[config.mk]
export PLATFORM = sky130hd
export DESIGN_NAME = reset_sequencer
export DESIGN_NICKNAME = d
export VERILOG_FILES = /design/src/rtl/reset_sequencer_pkg.sv /design/src/rtl/reset_sequencer_cycle_counter.sv /design/src/rtl/reset_sequencer.sv
export SDC_FILE = /design/constraint.sdc
export NUM_CORES = 1
export LEC_CHECK = 0
export ABC_AREA = 1
export CAP_MARGIN = 15
export CORE_MARGIN = 3
export CORE_UTILIZATION = 50
export CTS_BUF_LIST = sky130_fd_sc_hd__clkbuf_4 sky130_fd_sc_hd__clkbuf_8
export DETAILED_ROUTE_END_ITERATION = 7
export HOLD_SLACK_MARGIN = 0.05
export MAX_ROUTING_LAYER = met4
export PLACE_DENSITY = 0.74
export SETUP_SLACK_MARGIN = 0.02
export SLEW_MARGIN = 20
export SYNTH_ARGS = -nofsm -noshare
export SYNTH_HDL_FRONTEND = slang
export SYNTH_SLANG_ARGS = --single-unit
[constraint.sdc]
create_clock -name clk -period 1.6 [get_ports clk]
set_input_delay 0.32 -clock clk [delete_from_list [all_inputs] [get_ports clk]]
set_output_delay 0.32 -clock clk [all_outputs]
set_load 0.01 [all_outputs]
[src/rtl/reset_sequencer_pkg.sv]
// Shared definitions for the reset sequencer.
// Holds the 2-bit FSM state encoding and the width of the re-entry counter.
package reset_sequencer_pkg;

  localparam int unsigned STATE_W     = 2;
  localparam int unsigned RST_COUNT_W = 8;

  // Code 2'b11 is deliberately unused; the FSM treats it as a fault and
  // falls back to S_HOLD.
  typedef enum logic [STATE_W-1:0] {
    S_HOLD = 2'b00,
    S_PREL = 2'b01,
    S_RUN  = 2'b10
  } state_t;

endpackage

[src/rtl/reset_sequencer_cycle_counter.sv]
// cycle_counter: qualified-cycle counter used by the reset sequencer.
// Ports:
//   clk      - system clock
//   rst      - asynchronous active-high reset, clears count to 0
//   clr      - synchronous clear (priority over en)
//   en       - advance the count this cycle
//   terminal - value at which the count wraps back to 0
//   count    - current count
//   hit      - count == terminal while en is high (combinational)
module cycle_counter #(
  parameter int unsigned CNT_W = 8
) (
  input  logic             clk,
  input  logic             rst,
  input  logic             clr,
  input  logic             en,
  input  logic [CNT_W-1:0] terminal,
  output logic [CNT_W-1:0] count,
  output logic             hit
);

  assign hit = en && (count == terminal);

  always_ff @(posedge clk or posedge rst) begin
    if (rst) begin
      count <= '0;
    end else if (clr) begin
      count <= '0;
    end else if (en) begin
      // Wrapping on the terminal value leaves the counter at 0 for the
      // next stage without needing a separate clear.
      if (hit) count <= '0;
      else     count <= count + 1'b1;
    end
  end

endmodule

[src/rtl/reset_sequencer.sv]
// reset_sequencer: staged system reset generator for the PC core.
// Peripheral reset releases after HOLD_CYCLES consecutive qualified cycles,
// CPU reset releases STAGE_CYCLES qualified cycles later. Any request or
// power-good loss re-enters the hold state one edge after it is sampled.
// Ports:
//   clk        - system clock
//   rst        - asynchronous active-high power-on reset
//   req        - debounced reset request (active-high)
//   pwr_good   - board power-good level (active-high)
//   periph_rst - peripheral reset (registered)
//   cpu_rst    - CPU reset (registered)
//   ready      - both resets released (registered)
//   done       - one-cycle pulse on CPU reset release (registered)
//   rst_count  - resets re-entered since power-on, saturating at 255
module reset_sequencer
  import reset_sequencer_pkg::*;
#(
  parameter int unsigned HOLD_CYCLES  = 16,
  parameter int unsigned STAGE_CYCLES = 4,
  parameter int unsigned CNT_W        = 8
) (
  input  logic                   clk,
  input  logic                   rst,
  input  logic                   req,
  input  logic                   pwr_good,
  output logic                   periph_rst,
  output logic                   cpu_rst,
  output logic                   ready,
  output logic                   done,
  output logic [RST_COUNT_W-1:0] rst_count
);

  localparam logic [CNT_W-1:0] HOLD_TERM  = CNT_W'(HOLD_CYCLES - 1);
  localparam logic [CNT_W-1:0] STAGE_TERM = CNT_W'(STAGE_CYCLES - 1);
  localparam logic [CNT_W-1:0] MAX_TERM   = (HOLD_TERM > STAGE_TERM) ? HOLD_TERM : STAGE_TERM;

  state_t           state;
  state_t           state_next;
  logic             qual;
  logic             cnt_clr;
  logic             cnt_en;
  logic [CNT_W-1:0] terminal;
  logic [CNT_W-1:0] count;
  logic             hit;
  logic             count_inc;

  assign qual = !req && pwr_good;

  cycle_counter #(
    .CNT_W(CNT_W)
  ) u_counter (
    .clk      (clk),
    .rst      (rst),
    .clr      (cnt_clr),
    .en       (cnt_en),
    .terminal (terminal),
    .count    (count),
    .hit      (hit)
  );

  always_ff @(posedge clk or posedge rst) begin
    if (rst) state <= S_HOLD;
    else     state <= state_next;
  end

  always_comb begin
    state_next = state;
    cnt_clr    = 1'b0;
    cnt_en     = 1'b0;
    terminal   = '0;
    count_inc  = 1'b0;
    case (state)
      S_HOLD: begin
        terminal = HOLD_TERM;
        if (!qual) begin
          cnt_clr = 1'b1;
        end else begin
          cnt_en = 1'b1;
          if (hit) state_next = S_PREL;
        end
      end
      S_PREL: begin
        terminal = STAGE_TERM;
        if (!qual) begin
          cnt_clr    = 1'b1;
          state_next = S_HOLD;
          count_inc  = 1'b1;
        end else begin
          cnt_en = 1'b1;
          if (hit) state_next = S_RUN;
        end
      end
      S_RUN: begin
        cnt_clr = 1'b1;
        if (!qual) begin
          state_next = S_HOLD;
          count_inc  = 1'b1;
        end
      end
      default: begin
        state_next = S_HOLD;
        cnt_clr    = 1'b1;
      end
    endcase
  end

  // Outputs are decoded from the next state so they change on the same edge
  // as the state register while still coming straight from flops.
  always_ff @(posedge clk or posedge rst) begin
    if (rst) begin
      periph_rst <= 1'b1;
      cpu_rst    <= 1'b1;
      ready      <= 1'b0;
      done       <= 1'b0;
      rst_count  <= '0;
    end else begin
      periph_rst <= (state_next == S_HOLD);
      cpu_rst    <= (state_next != S_RUN);
      ready      <= (state_next == S_RUN);
      done       <= (state == S_PREL) && (state_next == S_RUN);
      if (count_inc && (rst_count != '1)) rst_count <= rst_count + 1'b1;
    end
  end

  a_count_range: assert property (@(posedge clk) disable iff (rst) count <= MAX_TERM);

endmodule

==> impl_metrics.tcl <==
set metrics [dict create \
    status "complete, but fails checks" \
    violations "negative setup slack" \
    yosysSeqAreaShare_pct 47.0 \
    wirelength_um 2600 \
    period_share_pct 101 \
    dr_total_vias 971 \
    final.fill_count 142 \
    maxCapViolations 0 \
    final-setup-viol-count 1 \
    fin_nets 184 \
    hold_violations 0 \
    power_frac_seq_pct 43.0 \
    synth_edf_count 0 \
    synthesis.area_um2 1180 \
    seq_area_um2 554 \
    clkTransAtPathRegs_ns 0.11 \
    drc_errors 0 \
    die_w_um 54.5 \
    r2r-start "state[0]" \
    swShare_pct 31.9 \
    synth-main-ff-cell "dfrtp_1" \
    grt_pass1_vias 1001 \
    first_iter_violations 17 \
    whs_ns 0.321 \
    via_per_inst 4.86 \
    drive_above_1_share_pct 34.7 \
    cts_root_buffer "clkbuf_4" \
    gr-total-overflow 0 \
    place.detailed.hpwl_um 1750 \
    antenna_cells 0 \
    end_kind "flip-flop" \
    cp-start-kind "flip-flop" \
    synth_nets 142 \
    ios 16 \
    grt_pass1_wl_um 4080 \
    hold_path.class "input pin to async pin" \
    grt_max_degree 23 \
    rows 16 \
    ant_nets 0 \
    cts_sinks 22 \
    synthTopCellsByArea "dfrtp_1 43%, nand2_1 7.0%, ha_1 6.4%" \
    syn_inst 132 \
    finalPower_uw 1530 \
    synth_warnings 0 \
    core_area_um2 2100 \
    cts_max_path_buffers 2 \
    clock_latency_ns 0.31 \
    period_minus_slack_ns 1.61 \
    synthArstFlopShare_pct 100 \
    tritoncts "done" \
    ys_ff_latch 22 \
    power_leakage_uw 0.000963 \
    synth_top_cell_area_share_pct 42.5 \
    clock-skew-final_ns 0.00216 \
    clockPowerShare_pct 19.8 \
    crit_path_start "state[0]" \
    slew_headroom_pct 77.0 \
    cp_max_fo 6 \
    die_h_um 54.5 \
    arrival_ns 1.85 \
    post-synth-top-area-cell "dfrtp_1" \
    vdd_ir_drop_max_mv 0.767 \
    power-per-cell-area_nw_per_um2 939 \
    internal_power_uw 1040 \
    dieArea_um2 2970 \
    multi_input_area_um2 596 \
    switching_power_uw 489 \
    slew_violations 0 \
    initial_core_util_pct 56.0 \
    port_buffers 15 \
    worst_slew_pin_slew_ns 0.343 \
    wire_per_inst_um 13.0 \
    yosysMostFrequentCell "nand2_1" \
    dr.pass1.iters 4 \
    cts.htree.levels 1 \
    cts_buffers 3 \
    gp_congestion 0.784 \
    crit_required_ns 1.84 \
    rsz0062_at_grt "yes" \
    syn_area_per_cell_um2 8.92 \
    tns_ns -0.00909 \
    yosysUniqueCellTypes 25 \
    grt_util_all_layers_pct 20.0 \
    area_delta_synth_final_pct 38.8 \
    grt_antenna_before_repair 0 \
    fin_ws_ns -0.00909 \
    power_frac_comb_pct 37.2 \
    fmax_mhz 621 \
    netlist_top_cells_count "22 x nand2_1, 20 x dfrtp_1, 19 x inv_1" \
    crit_type "flip-flop to flip-flop" \
]
## path summary, 6_finish.rpt
path                                      to  slack, ns  cells after the start
worst max-delay path                    done     -0.009                     12
worst min-delay path            rst_count[5]       0.32                      3
worst max register to register          done     -0.009                     12
worst min register to register  rst_count[7]       0.52                      1
max in group asynchronous            cpu_rst       1.00                      3
min in group clk                rst_count[7]       0.52                      1
## power by group through the flow
stage	clock (uW)	sequential (uW)	combinational, uW
after floorplan	0	700	201
after global placement	0	688	404
after detailed placement	0	691	412
after CTS	318	652	515
after global routing	343	664	630
final	303	660	571
## cell families (layout without fill, tap and decap cells)
kind of cell,count (synthesis),in the layout,synth area share [%]
flops,22,22,47.0
compound gates,7,7,3.72
simple gates,65,65,28.5
buf+inv,22,63,7.01
fa+ha+maj,6,6,6.38
xor+xnor,10,10,7.44
## area by class of cell
type / instances / area share, %
clock buffers: 4 / 2.22
inverters: 22 / 5.21
multi-input cells: 88 / 36.4
flip-flops and latches: 22 / 33.9
well taps: 27 / 2.07
repair buffers: 37 / 20.1
## stage by stage
stage	worst slack (ns)	util (%)	area, um2	cells
after floorplan	0.0399	-	1180	132
after global placement	-0.131	68.7	1440	185
after detailed placement	-0.158	68.7	1440	185
after CTS	0.0221	73.7	1550	197
after global routing	-0.117	77.7	1630	200
final	-0.00909	77.7	1630	200
## timing repair
action / CTS / global route
pin swaps: 1 / 12
buffers inserted: 8 / 3
resized for setup: 6 / 21
setup endpoints to repair: 16 / 22
hold buffers: 0 / 0
cloned: 0 / 0
## registers in the layout (all words and copies together), names as in the netlist
| signal | cells |
|---|---|
| u_counter.count | 8 |
| cpu_rst | 1 |
| done | 1 |
| ready | 1 |
| rst_count | 8 |
| periph_rst | 1 |
| state | 2 |
## placed cells by master, fill, tap and decap left out, types with 4 or more instances in the layout
master           count
dfrtp_1             19
inv_1               16
clkdlybuf4s50_1      5
nand2_2              6
nor2_2               4
buf_4               22
nor2_1              11
nand3_1              6
nor3_1               4
dlymetal6s2s_1       7
nand2_1             20
xor2_1               6
inv_2                5
ha_1                 4
xnor2_1              4
## worst max-delay path, cell delays in order (launching register included)
cell and delay (ns):
dfrtp_2 0.46, inv_2 0.10, ha_4 0.16, inv_4 0.04, nand2_4 0.06, nand2_4 0.05
nor2_4 0.12, nand3_4 0.12, nand2_2 0.08, nand2_2 0.06, nand2_4 0.06, nand2_2 0.06
nor3_2 0.16
## per-layer routing
metal  track usage [%]  share of wire [%]
met2              34.7                 53
met1              21.9                 41
met3              5.99                4.0
met5                 -                  0
met4              6.22                1.2
Power figures use the tool's default switching activity.
